## config.mk

```make
export PLATFORM = sky130hd
export DESIGN_NAME = lamp_fpu_sqrt_iter
export DESIGN_NICKNAME = d
export VERILOG_FILES = /design/src/rtl/lampFPU_pkg.sv /design/src/rtl/lamp_fpu_sqrt_step.sv /design/src/rtl/lamp_fpu_sqrt_iter.sv
export SDC_FILE = /design/constraint.sdc
export NUM_CORES = 1
export LEC_CHECK = 0
export CORE_UTILIZATION = 40
export DETAILED_ROUTE_END_ITERATION = 10
export GPL_ROUTABILITY_DRIVEN = 0
export GPL_TIMING_DRIVEN = 0
export PLACE_DENSITY_LB_ADDON = 0.1
export SKIP_CTS_REPAIR_TIMING = 1
export SYNTH_ARGS = -nofsm -noshare
export SYNTH_HDL_FRONTEND = slang
export SYNTH_SLANG_ARGS = --single-unit
```

## constraint.sdc

```tcl
create_clock -name clk -period 2.65 [get_ports clk]
set_input_delay 0.6625 -clock clk [delete_from_list [all_inputs] [get_ports clk]]
set_output_delay 0.6625 -clock clk [all_outputs]
set_load 0.02 [all_outputs]
```

## src/rtl/lampFPU_pkg.sv

```systemverilog
// -----------------------------------------------------------------------------
// lampFPU_pkg
// Shared constants and types for the lampFPU datapath.
//   LAMP_FLOAT_F_DW / LAMP_FLOAT_E_DW / LAMP_FLOAT_E_BIAS : single-format widths
//   sqrtState_t   : control states of the iterative square-root core
//   sqrt_root_w() : root width (hidden + fraction + guard + round) for a
//                   given extended-mantissa width
// -----------------------------------------------------------------------------
package lampFPU_pkg;

    localparam int LAMP_FLOAT_F_DW   = 7;
    localparam int LAMP_FLOAT_E_DW   = 8;
    localparam int LAMP_FLOAT_E_BIAS = 127;

    typedef enum logic [1:0] {
        IDLE = 2'd0,
        ITER = 2'd1,
        DONE = 2'd2
    } sqrtState_t;

    // Extended mantissa already carries the hidden bit; add guard and round.
    function automatic int sqrt_root_w(input int mant_w);
        return mant_w + 2;
    endfunction

endpackage

```

## src/rtl/lamp_fpu_sqrt_step.sv

```systemverilog
// -----------------------------------------------------------------------------
// lamp_fpu_sqrt_step
// One restoring radix-2 square-root iteration (purely combinational).
//   rem       in  ROOT_W+1  partial remainder
//   root      in  ROOT_W    partial root developed so far
//   rad_bits  in  2         next two radicand bits (MSB first)
//   rem_next  out ROOT_W+1  remainder after this step
//   root_bit  out 1         root bit produced by this step
// -----------------------------------------------------------------------------
module lamp_fpu_sqrt_step #(
    parameter int ROOT_W = 10
) (
    input  logic [ROOT_W:0]   rem,
    input  logic [ROOT_W-1:0] root,
    input  logic [1:0]        rad_bits,
    output logic [ROOT_W:0]   rem_next,
    output logic              root_bit
);

    localparam int REM_W = ROOT_W + 1;

    logic [REM_W+1:0] trial;
    logic [REM_W+1:0] sub;
    logic [REM_W-1:0] diff_lo;

    assign trial = {rem, rad_bits};
    assign sub   = {1'b0, root, 2'b01};

    // The true remainder never exceeds 2*root, so both the kept difference and
    // the restored value fit in REM_W bits; only the compare needs full width.
    assign root_bit = (trial >= sub);
    assign diff_lo  = trial[REM_W-1:0] - sub[REM_W-1:0];
    assign rem_next = root_bit ? diff_lo : trial[REM_W-1:0];

endmodule

```

## src/rtl/lamp_fpu_sqrt_iter.sv

```systemverilog
// -----------------------------------------------------------------------------
// lamp_fpu_sqrt_iter
// Iterative floating-point square root, one root bit per clock.
// Optional feature macro: LAMP_SQRT_SPECIAL_EN (classify zero/negative/Inf/NaN
// operands at accept and bypass the recurrence).
//   clk           in  1          clock, rising edge
//   rst           in  1          synchronous, active-low reset
//   doSqrt_i      in  1          start request, sampled in IDLE only
//   flush_i       in  1          abort; returns to IDLE, no valid_o
//   signum_op_i   in  1          operand sign
//   extExp_op_i   in  EXP_W      biased operand exponent
//   extMant_op_i  in  MANT_W     operand mantissa with hidden bit
//   busy_o        out 1          core not in IDLE
//   valid_o       out 1          one-cycle result strobe
//   s_res_o       out 1          result sign
//   e_res_o       out EXP_W      biased result exponent
//   f_res_o       out ROOT_W+1   {root, sticky}
//   invalid_o     out 1          invalid operation (negative nonzero operand)
// -----------------------------------------------------------------------------
module lamp_fpu_sqrt_iter
    import lampFPU_pkg::*;
#(
    parameter  int MANT_W = 1 + LAMP_FLOAT_F_DW,
    parameter  int EXP_W  = LAMP_FLOAT_E_DW,
    parameter  int BIAS   = LAMP_FLOAT_E_BIAS,
    localparam int ROOT_W = sqrt_root_w(MANT_W)
) (
    input  logic              clk,
    input  logic              rst,
    input  logic              doSqrt_i,
    input  logic              flush_i,
    input  logic              signum_op_i,
    input  logic [EXP_W-1:0]  extExp_op_i,
    input  logic [MANT_W-1:0] extMant_op_i,
    output logic              busy_o,
    output logic              valid_o,
    output logic              s_res_o,
    output logic [EXP_W-1:0]  e_res_o,
    output logic [ROOT_W:0]   f_res_o,
    output logic              invalid_o
);

    localparam int                CNT_W   = $clog2(ROOT_W);
    localparam logic [EXP_W:0]    BIAS_X  = BIAS[EXP_W:0];
    localparam logic [CNT_W-1:0]  CNT_TOP = CNT_W'(ROOT_W - 1);

    sqrtState_t              state_q;
    logic [CNT_W-1:0]        cnt_q;
    logic [2*ROOT_W-1:0]     rad_q;
    logic [ROOT_W:0]         rem_q;
    logic [ROOT_W-1:0]       root_q;
    logic                    s_q;
    logic [EXP_W-1:0]        e_q;

    logic [ROOT_W:0]         rem_next;
    logic                    root_bit;

    // ---- operand preparation (evaluated at accept) -------------------------
    logic [EXP_W:0]   e_unb;
    logic [EXP_W:0]   e_even;
    logic             odd;
    logic [MANT_W:0]  rad;
    logic [EXP_W-1:0] e_res_new;
    logic             unused_even_lsb;

    assign e_unb     = {1'b0, extExp_op_i} - BIAS_X;
    assign odd       = e_unb[0];
    assign e_even    = e_unb - {{EXP_W{1'b0}}, odd};
    // Bits [EXP_W:1] of the even exponent are its arithmetic half, modulo 2^EXP_W.
    assign e_res_new = e_even[EXP_W:1] + BIAS_X[EXP_W-1:0];
    assign unused_even_lsb = e_even[0];
    // An odd exponent moves one factor of two into the radicand.
    assign rad       = odd ? {extMant_op_i, 1'b0} : {1'b0, extMant_op_i};

`ifdef LAMP_SQRT_SPECIAL_EN
    localparam logic [ROOT_W:0] QNAN_F = {2'b01, {(ROOT_W-1){1'b0}}};

    logic              sp_hit, sp_s, sp_inv;
    logic [EXP_W-1:0]  sp_e;
    logic [ROOT_W:0]   sp_f;
    logic              sp_q, sp_s_q, sp_inv_q, inv_q;
    logic [EXP_W-1:0]  sp_e_q;
    logic [ROOT_W:0]   sp_f_q;
    logic              exp_ones, frac_zero;

    assign exp_ones  = &extExp_op_i;
    assign frac_zero = (extMant_op_i[MANT_W-2:0] == '0);

    always_comb begin
        // NOTE: every variable gets a default before the branches, so no path
        // can leave one unassigned and infer a latch.
        sp_hit = 1'b1;
        sp_s   = 1'b0;
        sp_e   = '0;
        sp_f   = '0;
        sp_inv = 1'b0;
        if (extMant_op_i == '0) begin
            sp_s = signum_op_i;                  // signed zero passes through
        end else if (exp_ones && !frac_zero) begin
            sp_e = '1;                           // NaN in, quiet NaN out
            sp_f = QNAN_F;
        end else if (signum_op_i) begin
            sp_e   = '1;                         // sqrt of a negative number
            sp_f   = QNAN_F;
            sp_inv = 1'b1;
        end else if (exp_ones) begin
            sp_e = '1;                           // +Inf
        end else begin
            sp_hit = 1'b0;
        end
    end

    assign invalid_o = inv_q;
`else
    assign invalid_o = 1'b0;
`endif

    lamp_fpu_sqrt_step #(
        .ROOT_W   (ROOT_W)
    ) u_step (
        .rem      (rem_q),
        .root     (root_q),
        .rad_bits (rad_q[2*ROOT_W-1 -: 2]),
        .rem_next (rem_next),
        .root_bit (root_bit)
    );

    assign busy_o  = (state_q != IDLE);
    assign valid_o = (state_q == DONE);

    always_ff @(posedge clk) begin
        if (!rst) begin
            // NOTE: datapath registers are cleared too, not just the FSM, so a
            // reset mid-iteration leaves nothing stale on the outputs.
            state_q  <= IDLE;
            cnt_q    <= '0;
            rad_q    <= '0;
            rem_q    <= '0;
            root_q   <= '0;
            s_q      <= 1'b0;
            e_q      <= '0;
            s_res_o  <= 1'b0;
            e_res_o  <= '0;
            f_res_o  <= '0;
`ifdef LAMP_SQRT_SPECIAL_EN
            sp_q     <= 1'b0;
            sp_s_q   <= 1'b0;
            sp_e_q   <= '0;
            sp_f_q   <= '0;
            sp_inv_q <= 1'b0;
            inv_q    <= 1'b0;
`endif
        end else if (flush_i) begin
            state_q <= IDLE;
        end else begin
            unique case (state_q)
                IDLE: begin
                    if (doSqrt_i) begin
                        rad_q   <= {rad, {(MANT_W+3){1'b0}}};
                        rem_q   <= '0;
                        root_q  <= '0;
                        cnt_q   <= CNT_TOP;
                        s_q     <= signum_op_i & (extMant_op_i == '0);
                        e_q     <= e_res_new;
`ifdef LAMP_SQRT_SPECIAL_EN
                        sp_q     <= sp_hit;
                        sp_s_q   <= sp_s;
                        sp_e_q   <= sp_e;
                        sp_f_q   <= sp_f;
                        sp_inv_q <= sp_inv;
`endif
                        state_q <= ITER;
                    end
                end
                ITER: begin
`ifdef LAMP_SQRT_SPECIAL_EN
                    // Special operands spend a single cycle here so the
                    // classification is registered before the result is.
                    if (sp_q) begin
                        s_res_o <= sp_s_q;
                        e_res_o <= sp_e_q;
                        f_res_o <= sp_f_q;
                        inv_q   <= sp_inv_q;
                        state_q <= DONE;
                    end else
`endif
                    begin
                        rem_q  <= rem_next;
                        root_q <= {root_q[ROOT_W-2:0], root_bit};
                        rad_q  <= rad_q << 2;
                        cnt_q  <= cnt_q - CNT_W'(1);
                        if (cnt_q == '0) begin
                            s_res_o <= s_q;
                            e_res_o <= e_q;
                            f_res_o <= {root_q[ROOT_W-2:0], root_bit, (rem_next != '0)};
`ifdef LAMP_SQRT_SPECIAL_EN
                            inv_q   <= 1'b0;
`endif
                            state_q <= DONE;
                        end
                    end
                end
                DONE:    state_q <= IDLE;
                default: state_q <= IDLE;
            endcase
        end
    end

endmodule
```

# Word level (Yosys, flattened, before mapping)
# Cells that the tools add are included.
[word_totals]
register_bits = 76
input_bits = 21
out_inout_bits = 23
elab_cells = 47
[op_classes]
n_addsub = 5
order_cmp = 1
n_eq_ne = 4
muxes = 13
bitwise = 3
reduce_logical = 11
[op_table]
columns = ["op", "count"]
rows = [
  ["$pmux W20 S2", 1],
  ["$mux W11", 2],
  ["$pmux W11 S2", 1],
  ["$mux W20", 1],
  ["$pmux W10 S2", 1],
  ["$ge A13 B12 Y1", 1],
  ["$reduce_bool A11 Y1", 1],
  ["$sub A11 B11 Y11", 1],
  ["$mux W10", 1],
  ["$mux W9", 1],
  ["$reduce_and A3 Y1", 3],
  ["$sub A8 B7 Y9 const B", 1],
  ["$sub A9 B1 Y9", 1],
  ["$add A8 B7 Y8 const B", 1],
  ["$logic_not A8 Y1", 1],
  ["$pmux W4 S2", 1],
  ["$logic_not A4 Y1", 1],
  ["$mux W2", 2],
  ["$mux W4", 1],
  ["$ne A2 B2 Y1 const B", 2],
  ["$pmux W2 S2", 1],
  ["$reduce_bool A2 Y1", 2],
  ["$sub A4 B1 Y4 const B", 1],
  ["$eq A2 B1 Y1 const B", 1],
  ["other kinds (6)", 7],
]

# Longest topological paths before layout
[logic_depth]
depth_word = 4
ltp_mapped = 11
depth_no_buf = 10

# Hierarchy
# Synthesis repeated with hierarchy kept, for this count alone.
[unflattened]
cells_unflattened = 456
hier_area_um2 = 3848.7
[by_module_without_submodules]
columns = ["module", "instances", "cells_per_inst", "area_per_inst_um2", "seq_area_each_um2"]
rows = [
  ["lamp_fpu_sqrt_iter", 1, 358, 3126.7, 1301.2],
  ["lamp_fpu_sqrt_step", 1, 98, 721.9, 0.0],
]

# Least setup slack after synthesis
# OpenSTA, ideal clock, no wires.
[synth_timing]
path_type = "in2reg"
start = "input extExp_op_i[0]"
end = "register e_q[7]"
setup_ps = 106
arrival_ps = 2325
required_time_ps = 2544
path_slack_ps = 219
stages = 10
n_path_buf = 1
cell_sequence = "ha_1 -> buf_2 -> xnor2_1 -> ha_1 -> nor3b_1 -> mux2_2 -> nor2_1 -> nor2_1 -> xor2_1 -> o311ai_0"
[synth_via]
elab_chain_len = 3
[synth_rtl]
columns = ["element", "line", "source"]
rows = [
  ["start: declaration", "lamp_fpu_sqrt_iter.sv:33", "input logic [EXP_W-1:0] extExp_op_i,"],
  ["$sub A8 B7 Y9", "lamp_fpu_sqrt_iter.sv:66", "assign e_unb = {1'b0, extExp_op_i} - BIAS_X;"],
  ["$sub A9 B1 Y9", "lamp_fpu_sqrt_iter.sv:68", "assign e_even = e_unb - {{EXP_W{1'b0}}, odd};"],
  ["$add A8 B7 Y8", "lamp_fpu_sqrt_iter.sv:70", "assign e_res_new = e_even[EXP_W:1] + BIAS_X[EXP_W-1:0];"],
  ["end signal: assignment", "lamp_fpu_sqrt_iter.sv:164", "e_q <= e_res_new;"],
  ["end: declaration", "lamp_fpu_sqrt_iter.sv:53", "logic [EXP_W-1:0] e_q;"],
]
# Every way passes these cells.
# A chain may end at the register's enable or synchronous reset.

# Worst setup path in the final report
[layout_timing]
start = "register root_q[0]"
end = "register rem_q[6]"
[layout_via]
elab_chain_len = 3
word_cells_on_any_way = 4
cone_classes = "1 x add/sub; 1 x order compare; 2 x mux"
[layout_rtl]
columns = ["element", "line", "source"]
rows = [
  ["start: declaration", "lamp_fpu_sqrt_iter.sv:51", "logic [ROOT_W-1:0] root_q;"],
  ["start signal: assignment", "lamp_fpu_sqrt_iter.sv:189", "root_q <= {root_q[ROOT_W-2:0], root_bit};"],
  ["$sub A11 B11 Y11 / $ge A13 B12 Y1 (equally long branches)", "lamp_fpu_sqrt_step.sv:32, lamp_fpu_sqrt_step.sv:31", ""],
  ["$mux W11 (*)", "lamp_fpu_sqrt_step.sv:33", "assign rem_next = root_bit ? diff_lo : trial[REM_W-1:0];"],
  ["$pmux W11 S2 (*)", "lamp_fpu_sqrt_iter.sv:156", "unique case (state_q)"],
  ["end signal: assignment", "lamp_fpu_sqrt_iter.sv:188", "rem_q <= rem_next;"],
  ["end: declaration", "lamp_fpu_sqrt_iter.sv:50", "logic [ROOT_W:0] rem_q;"],
]
# Every way passes the cells marked *; elsewhere a longest branch is shown, timed or not.

==> impl_metrics.json <==
{
  "holdPathEnd": "e_res_o[2]$_SDFFE_PN0P_",
  "synth_commonest_cells": "dfxtp_1, nand2_1, nor2_1",
  "cts_buffer_depth": 2,
  "setup_ws_ns": 0.110,
  "worstPathMaxFanout": 10,
  "power_w": 0.00238,
  "crit_type": "reg -> reg",
  "grt_use_met3_pct": 4.66,
  "vias_per_cell": 5.44,
  "cts_inserted_buffers": 9,
  "r2r-end": "rem_q[6]$_SDFFE_PN0P_",
  "r2r_start": "root_q[0]$_SDFFE_PN0P_",
  "syn2layout_area_growth_pct": 22.0,
  "coreArea_um2": 8380,
  "ant_nets": 0,
  "async_reset_ff_share_pct": 0,
  "yosys_warnings": 0,
  "endpoint_kind": "flip-flop",
  "root_buffer": "clkbuf_8",
  "crit_required_ns": 2.87,
  "syn_nets": 482,
  "finalHoldViolCount": 0,
  "grt_max_degree": 14,
  "synth_area_per_cell_um2": 7.99,
  "setup_violations": 0,
  "busiest_layer": "met2",
  "place_ws_ns": -0.530,
  "port_buffers": 40,
  "initial_utilization_pct": 42.3,
  "slew_viol_final": 0,
  "cts_tree": "built",
  "min_path_cells": 2,
  "insertion_delay_ns": 0.34,
  "dr.pass1.iters": 5,
  "layout-drive-gt1-share_pct": 9.18,
  "dp_hpwl_mm": 6.66,
  "grt_pass1_wl_mm": 14.7,
  "drtIter0Drc": 155,
  "period_minus_slack_ns": 2.54,
  "fp-row-count": 33,
  "clk_pin_slew_ns": 0.09,
  "drv_cap": 0,
  "n_antenna_cell": 0,
  "dr_total_vias": 3297,
  "gr-usage-all-layers_pct": 21.0,
  "grt_use_met1_pct": 27.8,
  "syn-instance-count": 444,
  "cts_max_level": 3,
  "ys.flop_type": "dfxtp_1",
  "fin_util_pct": 51.6,
  "antenna_found_initial": 0,
  "powerDensity_nw_per_um2": 551,
  "cp.arrival_ns": 2.76,
  "die_h_um": 96.2,
  "relSlewSlack_pct": 47.9,
  "ir_drop_uv": 238,
  "worst_pin_slew_ns": 0.770,
  "start_kind": "flip-flop",
  "min-delay-path-class": "reg -> reg",
  "route.detailed.drc": 0,
  "post-route-period-util_pct": 95.9,
  "yosysSeqAreaShare_pct": 36.7,
  "io_pins": 44,
  "ys_types": 55,
  "dieArea_um2": 9250,
  "cts.sinks": 65,
  "synth_edf_count": 0,
  "die_w_um": 96.2,
  "clock_skew_ns": 0.0144,
  "synth.most_common_cell": "dfxtp_1",
  "power_leakage_nw": 1.60,
  "ff2ff_setup_slack_ns": 0.11,
  "status": "completed",
  "ys_top_cells_by_area": "dfxtp_1, nand2_1, a21oi_1, ha_1, nor2_1",
  "fin_nets": 534,
  "overflow": 0,
  "fill_cells": 828,
  "r2r_cells": 10,
  "grt_pass1_vias": 3024,
  "hp-start": "e_q[2]$_SDFFE_PN0P_",
  "wl_mm": 9.04,
  "wire_per_inst_um": 14.9,
  "max_freq_ghz": 0.394,
  "synth_area_um2": 3550,
  "rsz0062_at_grt": "false",
  "yosysTopAreaCell": "dfxtp_1",
  "synth-seq-cells": 65,
  "grt_util_met2_pct": 34.0,
  "synth_top_area_share_pct": 36.7
}
flip-flops by register name (all words and copies together) (netlist names):
| signal | flops |
|---|---|
| state_q | 2 |
| f_res_o | 11 |
| cnt_q | 4 |
| e_q | 8 |
| s_res_o | 1 |
| s_q | 1 |
| root_q | 10 |
| rad_q | 9 |
| e_res_o | 8 |
| rem_q | 11 |
worst max path at each step:
stage | slack (ns) | to | from
5_1_grt | 0.0002 | rem_q[6]$_SDFFE_PN0P_ | root_q[0]$_SDFFE_PN0P_
4_1_cts | -0.19 | e_q[6]$_SDFFE_PN0P_ | extExp_op_i[0]
3_3_place_gp | -0.45 | e_q[6]$_SDFFE_PN0P_ | extExp_op_i[0]
3_5_place_dp | -0.53 | e_q[6]$_SDFFE_PN0P_ | extExp_op_i[0]
2_1_floorplan | 0.22 | e_q[7]$_SDFFE_PN0P_ | extExp_op_i[0]
6_report | 0.11 | rem_q[6]$_SDFFE_PN0P_ | root_q[0]$_SDFFE_PN0P_
layout by cell type (no fill, tap or decap), types with 3 or more instances in the layout:
cell             netlist  routed
dfxtp_1               65      65
clkbuf_8               0       9
buf_2                  6       4
nor4_1                 9       8
nand3_1                6       6
a211oi_1              13      12
a31oi_1                5       5
nand4_1                5       5
nor2_1                51      50
xnor2_1               11      10
inv_1                 23      23
o21ai_0                7       7
ha_1                  17      16
o21a_1                 5       5
mux2_2                 4       3
clkdlybuf4s50_1        0      38
a22oi_1               16      16
nor3_1                 9       9
nand2b_1               5       5
clkbuf_1              19      18
xor2_1                10      10
a21oi_1               43      42
mux2i_1               10      10
o211ai_1               6       6
nand2_1               62      62
per-stage QoR:
step           cells  area [µm²]  setup TNS (ns)  hold slack (ns)
2_1_floorplan    444        3550               0            0.432
3_3_place_gp     589        4080           -4.93            0.441
3_5_place_dp     589        4080           -5.16            0.446
4_1_cts          605        4260          -0.386            0.447
5_1_grt          606        4330               0            0.471
6_report         606        4330               0            0.450
power breakdown:
group          leakage (nW)  total (W)  internal [W]  switching, W
Combinational         0.988   0.000568      0.000252      0.000316
Sequential            0.527    0.00104       0.00101     0.0000289
Clock                0.0862   0.000771      0.000347      0.000424
logic make-up after synthesis:
group / Yosys count / share of synthesized area (%)
buf+inv: 50 / 5.61
flops: 65 / 36.7
xor+xnor: 21 / 5.19
fa+ha+maj: 17 / 6.00
compound gates: 114 / 21.6
simple gates: 162 / 20.7
other cells: 1 / 0.106
mux: 14 / 4.09
worst max-delay path, cell delays in order (launching register included):
cell,delay [ns]
dfxtp_1,0.39
inv_1,0.07
ha_1,0.34
o21a_1,0.22
o21ai_0,0.10
a311oi_1,0.34
o21a_1,0.21
buf_6,0.18
mux2_2,0.35
a22oi_1,0.17
nor2_1,0.05
per-layer routing:
metal / up-vias / share of wire, %
li1: 1671 / -
met2: 91 / 46
met5: - / 0
met3: 8 / 4.9
met1: 1527 / 48
met4: 0 / 1.1
cell type report:
cell class / count / area [µm²] / share of cell area, %
inverter: 24 / 90.1 / 2.08
clock inverter: 7 / 55.1 / 1.27
clock buffer: 9 / 124 / 2.86
sequential: 65 / 1300 / 30.1
multi-input combinational: 329 / 2090 / 48.4
buffer: 26 / 119 / 2.75
tap: 105 / 131 / 3.04
timing repair buffer: 41 / 413 / 9.54
Note: power is estimated with default switching activity, not from simulation.
